**src/rtl/mip_gen.sv**
```systemverilog
// mip_gen: interrupt-pending sources for the privileged unit.
// It synchronizes the external interrupt lines, runs mtime/mtimecmp, and holds the
// software pending bits. It registers the 12-bit MIP vector and flags new pending bits.
module mip_gen #(
  parameter int unsigned SYNC_STAGES = 2,
  parameter int unsigned MTIME_W     = 64
) (
  input  logic               clk,
  input  logic               reset,
  input  logic               MExtIntIn,
  input  logic               SExtIntIn,
  input  logic               MTimeTick,
  input  logic               WrEn,
  input  logic [1:0]         WrSel,
  input  logic [31:0]        WrData,
  output logic [11:0]        MIP_REGW,
  output logic [MTIME_W-1:0] MTIME,
  output logic               IntRiseM
);

  logic [SYNC_STAGES-1:0] r_msync;
  logic [SYNC_STAGES-1:0] r_ssync;
  logic                   r_ssip;
  logic                   r_msip;
  logic                   r_stip;
  logic                   r_seipsw;
  logic [MTIME_W-1:0]     r_mtime;
  logic [MTIME_W-1:0]     r_mtimecmp;
  logic [MTIME_W-1:0]     w_mtimecmp_d;
  logic                   r_mtip;
  logic [11:0]            r_mip;
  logic [11:0]            r_mip_prev;
  logic [11:0]            w_mip_d;
  logic                   w_wr_cmp_lo;
  logic                   w_wr_cmp_hi;
  logic                   w_wr_sw;
  logic                   w_clr_mtime;
  logic                   w_meip;
  logic                   w_seip;

  assign w_wr_cmp_lo = WrEn & (WrSel == 2'b00);
  assign w_wr_cmp_hi = WrEn & (WrSel == 2'b01);
  assign w_wr_sw     = WrEn & (WrSel == 2'b10);
  assign w_clr_mtime = WrEn & (WrSel == 2'b11);

  // External-line synchronizer chains; the oldest stage is the synchronized level.
  always_ff @(posedge clk or negedge reset) begin
    if (!reset) begin
      r_msync <= '0;
      r_ssync <= '0;
    end else begin
      r_msync <= {r_msync[SYNC_STAGES-2:0], MExtIntIn};
      r_ssync <= {r_ssync[SYNC_STAGES-2:0], SExtIntIn};
    end
  end

  // Software-settable pending bits, loaded only by a pending-bits write.
  always_ff @(posedge clk or negedge reset) begin
    if (!reset) begin
      r_ssip   <= 1'b0;
      r_msip   <= 1'b0;
      r_stip   <= 1'b0;
      r_seipsw <= 1'b0;
    end else if (w_wr_sw) begin
      r_ssip   <= WrData[1];
      r_msip   <= WrData[3];
      r_stip   <= WrData[5];
      r_seipsw <= WrData[9];
    end
  end

  // mtime counter: clear wins over a simultaneous tick, increment wraps naturally.
  always_ff @(posedge clk or negedge reset) begin
    if (!reset) begin
      r_mtime <= '0;
    end else if (w_clr_mtime) begin
      r_mtime <= '0;
    end else if (MTimeTick) begin
      r_mtime <= r_mtime + MTIME_W'(1);
    end
  end

  // mtimecmp next value; each half is written on its own, the upper half only exists at 64 bits.
  if (MTIME_W > 32) begin : g_cmp_wide
    always_comb begin
      w_mtimecmp_d = r_mtimecmp;
      if (w_wr_cmp_lo) w_mtimecmp_d[31:0] = WrData;
      if (w_wr_cmp_hi) w_mtimecmp_d[MTIME_W-1:32] = WrData[MTIME_W-33:0];
    end
  end else begin : g_cmp_narrow
    always_comb begin
      w_mtimecmp_d = r_mtimecmp;
      if (w_wr_cmp_lo) w_mtimecmp_d = WrData[MTIME_W-1:0];
    end
  end

  // mtimecmp register, reset to all-ones so the timer interrupt starts inactive.
  always_ff @(posedge clk or negedge reset) begin
    if (!reset) begin
      r_mtimecmp <= '1;
    end else begin
      r_mtimecmp <= w_mtimecmp_d;
    end
  end

  // MTIP flop: unsigned compare on current register values.
  always_ff @(posedge clk or negedge reset) begin
    if (!reset) begin
      r_mtip <= 1'b0;
    end else begin
      r_mtip <= (r_mtime >= r_mtimecmp);
    end
  end

  assign w_meip = r_msync[SYNC_STAGES-1];
  assign w_seip = r_ssync[SYNC_STAGES-1] | r_seipsw;

  // Assemble the pending vector; unimplemented positions are tied to 0.
  always_comb begin
    w_mip_d     = '0;
    w_mip_d[11] = w_meip;
    w_mip_d[9]  = w_seip;
    w_mip_d[7]  = r_mtip;
    w_mip_d[5]  = r_stip;
    w_mip_d[3]  = r_msip;
    w_mip_d[1]  = r_ssip;
  end

  // Registered MIP vector and its one-cycle-delayed copy for rise detection.
  always_ff @(posedge clk or negedge reset) begin
    if (!reset) begin
      r_mip      <= '0;
      r_mip_prev <= '0;
    end else begin
      r_mip      <= w_mip_d;
      r_mip_prev <= r_mip;
    end
  end

  assign MIP_REGW = r_mip;
  assign MTIME    = r_mtime;
  // Purely from registers, so there is no input-to-output path.
  assign IntRiseM = |(r_mip & ~r_mip_prev);

endmodule

```
**config.mk**
```make
export PLATFORM = sky130hd
export DESIGN_NAME = mip_gen
export DESIGN_NICKNAME = d
export VERILOG_FILES = /design/src/rtl/mip_gen.sv
export SDC_FILE = /design/constraint.sdc
export NUM_CORES = 1
export LEC_CHECK = 0
export BUFFER_PORTS_ARGS = -buffer_cell sky130_fd_sc_hd__buf_2
export CAP_MARGIN = 40
export CORE_MARGIN = 1
export CORE_UTILIZATION = 45
export CTS_BUF_LIST = sky130_fd_sc_hd__clkbuf_4 sky130_fd_sc_hd__clkbuf_8
export CTS_CLUSTER_DIAMETER = 200
export DETAILED_ROUTE_END_ITERATION = 10
export PLACE_DENSITY_LB_ADDON = 0.12
export SLEW_MARGIN = 30
export SYNTH_ARGS = -nofsm -noshare
export SYNTH_HDL_FRONTEND = slang
export SYNTH_SLANG_ARGS = --single-unit
```
**constraint.sdc**
```tcl
create_clock -name clk -period 2.45 [get_ports clk]
set_input_delay 0.245 -clock clk [delete_from_list [all_inputs] [get_ports clk]]
set_output_delay 0.245 -clock clk [all_outputs]
set_load 0.005 [all_outputs]
```
-- After elaboration in Yosys (flattened, before gate mapping)
Index checks and enable logic that the tools add are counted.
- latch bits: 0
- input bits: 40
- ROM bits: 0
- output and inout bits: 77
- logic and storage cells: 29
- bits in writable memories: 0
- memories kept: 0
- bits in registers: 149
- reduce and logical (&&, ||, !) cells: 3
- shift operators: 0
- div/mod/pow operators: 0
- eq/ne operators: 3
- magnitude comparators: 1
- muxes and demuxes: 2
- multipliers: 0
- $add $sub $neg: 1
- bitwise operators: 7
- operators by type and width (operator ; number):
    $mux 64 ; 2
    $add 64x1->64 const B ; 1
    $ge 64x64->1 ; 1
    $and 12x12->12 ; 1
    $not 12->12 ; 1
    $reduce_or 12->1 ; 1
    $and 1x1->1 ; 4
    $eq 2x2->1 const B ; 2
    $eq 2x1->1 const B ; 1
    $logic_not 2->1 ; 1
    $reduce_bool 2->1 ; 1
    $or 1x1->1 ; 1

-- Depth between registers and ports, before layout
- depth in word-level cells: 3
- mapped depth: 8
- mapped depth without buffers: 8

-- Worst setup path after synthesis
No wires, ideal clock.
- path type: reg2reg
- from: reg r_mtime[26], in the netlist MTIME[26]
- to: reg r_mtime[62], in the netlist MTIME[62]
- buffers on the path: 2
- data required time: 2.318 ns
- setup time: 0.132 ns
- cell stages (with the launch flop): 9
- period minus slack after synthesis: 2.144 ns
- arrival time: 2.013 ns
- slack: 0.306 ns
- cells stage by stage: dfrtp_1 and4_1 nand4_4 or3_1 buf_2 buf_4 nor4_2 xnor2_1 nor2_1
- longest elaborated chain between the ends: 3
- RTL lines (item ; line ; source):
    start, declared ; 27 ; logic [MTIME_W-1:0] r_mtime;
    start signal, assigned ; 79 ; r_mtime <= r_mtime + MTIME_W'(1);
    $add 64x1->64 ; 79 ;
    $mux 64 ; 78 ; end else if (MTimeTick) begin
    $mux 64 ; 76 ; end else if (w_clr_mtime) begin
Every way passes these cells. The select of a mux whose other input is x is not followed.
A chain may end at the register's enable or synchronous reset.

-- Final worst setup path
- from: reg r_mtimecmp[55]
- to: reg r_mtip
- longest elaborated chain between the ends: 1
- RTL lines (item ; line ; source):
    start, declared ; 28 ; logic [MTIME_W-1:0] r_mtimecmp;
    start signal, assigned ; 102 ; r_mtimecmp <= w_mtimecmp_d;
    $ge 64x64->1 ; 111 ; r_mtip <= (r_mtime >= r_mtimecmp);
    end signal, assigned ; 111 ;
    end, declared ; 30 ; logic r_mtip;
Every way passes these cells.

==> parameters.txt <==
Parameter                              Value

Route
  Routed wire length    20.6 mm
  Post-route ant nets    0
  Final routed wire length divided by cell count    17.4 um
  TritonRoute pass-1 iters    6
  Initial DRC count    316
  Final routed DRC violation total    0
  Via Count    6353
  Via/cell ratio    5.37

Pwr
  Largest vdd supply drop    0.000396 V
  Power density over the cells    615 nW/um^2
  Total leakage power    4.56 nW

Setup path
  Type of the worst setup path    reg2reg
  Data required time at the worst endpoint    2830 ps
  Cell with the biggest individual delay on the critical path    sky130_fd_sc_hd__dfstp_2
  Crit path largest cell delay    530 ps
  Type of origin of the critical path    flop
  Capturing element type of the critical path    flop
  WP buf/inv    1
  Data arrival, critical path    2670 ps
  Dominant delay contributor by cell family on the critical path    simple AND/OR/NAND/NOR gates
  Worst-path cell chain    inv_1 > ha_1 > and4_1 > nand2_1 > or4_1 > nor4_1 > a211oi_1 > o21ai_0
  Crit Path Max Fanout    3

Floorplanning
  Die H    136 um
  Chip width    136 um
  Effective utilization at floorplan    46.3%
  I/O pin count    117
  Die area    18400 um^2
  Number of cell rows    48
  Core box area    17400 um^2

Synthesis
  Count of cell types in the netlist    53
  Seq/Total Area, Yosys    47.3%
  Number of synthesized register bits    149
  Number of standard cells after synthesis    793
  Post-synthesis instance area    8060 um^2
  Count of flip-flops with a built-in enable after synthesis    0
  Per-instance average area after synthesis    10.2 um^2
  Commonest register cell after synthesis    sky130_fd_sc_hd__dfrtp_1
  Post-synth ARST share    100%
  Number of synthesis warnings    0

Global route
  Congestion Overflow GR    0
  Number of antenna violations at the first check in global routing    0
  Pin count of the biggest net entering global routing    70
  First-pass GRT wire length    32.9 mm
  GR Util All Layers    23.8%
  Number of global-route vias before repair    6195

CTS
  Buffer levels on the longest clock path    2
  Total clock buffers created by CTS    17
  Later-pin clock latency in the skew report    460 ps
  CTS tree    built
  Clock H-tree levels    4
  TritonCTS Sinks    149
  Clk root buf    sky130_fd_sc_hd__clkbuf_8
  Clock edge transition at the registers on the reported setup and hold paths    80 ps

Min path
  Type of the most critical hold path    in2reg

Final layout
  Number of diodes added for antenna fixing    0
  Leading cell types in the layout, fill and taps excluded    109 x sky130_fd_sc_hd__buf_2, 85 x sky130_fd_sc_hd__dfrtp_1, 79 x sky130_fd_sc_hd__inv_1, 74 x sky130_fd_sc_hd__nand2_1, 73 x sky130_fd_sc_hd__nor2_1
  Layout cells sized above 1    32.0%
  P&R area growth vs syn    19.0%
  Number of filler instances in the final layout    1565
  Post-layout net count    1049
  Most common cell after layout, fill and taps aside    sky130_fd_sc_hd__buf_2

Timing
  Setup-violating endpoint count in the final report    0
  Number of pins exceeding their max-slew limit in the final report    0
  Relative slew slack    53.1%
  Setup TNS Final    0 ps
  Measured slew at the worst slew-check pin    703 ps
  Final Cycle Share    93.4%
  Setup slack after layout    161 ps
  Max Clk Rate    0.437 GHz
  Hold Vio Cnt, Final    0
  RSZ-0062 raised after global routing    false
  Setup skew after layout    11.5 ps
  Fin crit period    2290 ps

Placement
  Post-placement setup slack    103 ps
  Count of input and output buffers    110
  Routability congestion estimate    0.877
  Half-perimeter wire length after detailed placement    15.6 mm

Flow run
  Max cap viols    0

Outcome
  Status    completed
-- worst paths after layout --
path / from / to / slack (ps) / depth (start not counted)
min in group asynchronous: reset / MIP_REGW[11]$_DFF_PN0_ / 350 / 2
worst max-delay path: r_mtimecmp[55]$_DFFE_PN1P_ / r_mtip$_DFF_PN0_ / 160 / 8
worst min register to register: r_msync[0]$_DFF_PN0_ / r_msync[1]$_DFF_PN0_ / 360 / 0
worst min-delay path: WrData[26] / r_mtimecmp[26]$_DFFE_PN1P_ / 20 / 3
worst max register to register: r_mtimecmp[55]$_DFFE_PN1P_ / r_mtip$_DFF_PN0_ / 160 / 8
max in group asynchronous: reset / r_mtimecmp[31]$_DFFE_PN1P_ / 1300 / 3
-- per-stage QoR --
| stage | instances | power [mW] | util (%) | area [um^2] | hold WS [ps] |
|---|---|---|---|---|---|
| after detailed placement | 1139 | 4.00 | 52.1 | 9070 | 303 |
| after floorplan | 798 | 3.60 | - | 8080 | -50.6 |
| final | 1182 | 5.90 | 55.0 | 9590 | 24.1 |
| after CTS | 1182 | 5.93 | 54.9 | 9570 | 1.94 |
| after global routing | 1182 | 6.20 | 55.0 | 9590 | 20.9 |
| after global placement | 1139 | 3.96 | 52.1 | 9070 | 286 |
-- cell families (layout without fill, tap and decap cells) --
family / count (synthesis) / count (layout) / synth area share (%)
and+or+nand+nor: 276 / 276 / 18.5
DFF: 149 / 149 / 47.3
buffers and inverters: 109 / 268 / 5.62
AOI/OAI and AO/OA: 98 / 98 / 6.99
adders and majority gates: 65 / 65 / 10.1
xor gates and xnor gates: 57 / 57 / 6.20
muxes: 38 / 38 / 5.30
other: 1 / 6 / 0.0465
-- power by group --
group	internal [mW]	leakage, nW	switching, mW
registers	2.85	1.81	0.144
clock network	0.906	0.181	0.990
logic	0.440	2.57	0.563
-- tightest hold or removal path: stages --
cell and delay [ps]:
sky130_fd_sc_hd__buf_2 120, sky130_fd_sc_hd__nand2_1 50, sky130_fd_sc_hd__o21ai_0 70
-- layout make-up --
class | instances | area (um^2) | area share [%]
clock inverters | 15 | 155 | 1.62
flip-flops and latches | 149 | 3810 | 39.7
inverters | 79 | 297 | 3.09
clock buffers | 17 | 234 | 2.44
multi-input cells | 540 | 3840 | 40.0
repair buffers | 157 | 975 | 10.2
well taps | 225 | 282 | 2.94
-- sequential cells by signal, indices dropped and copies added (netlist names), 2 cells and up --
signal and flops:
MIP_REGW 6, r_mtimecmp 64, r_mip_prev 6, r_ssync 2, r_msync 2, MTIME 64
-- cell usage after synthesis (all sizes together), types with 14 or more instances --
library cell | instances | area share, %
nand3 | 26 | 1.6
ha | 65 | 10
nor2 | 73 | 3.4
o21ai | 45 | 2.8
a21oi | 29 | 1.8
nand4 | 32 | 2.9
clkbuf | 16 | 0.75
xor2 | 15 | 1.6
nor4 | 27 | 3.4
xnor2 | 42 | 4.6
inv | 79 | 3.7
mux2 | 37 | 5.2
nand2 | 74 | 3.4
dfrtp | 85 | 26
buf | 14 | 1.2
dfstp | 64 | 21
-- what timing repair did --
action	CTS	global route
setup endpoints to repair	0	2
setup buffers	0	0
endpoints found under the hold margin	48	0
resized for setup	0	3
hold buffers	11	0
-- routing by layer --
metal	global-route usage, %	wire length (um)	up-vias
li1	-	-	3034
met1	33.0	9700	3123
met2	37.0	9660	164
met3	3.85	834	32
met4	9.80	411	0
met5	0	0	-
(Power assumes the default switching activity.)
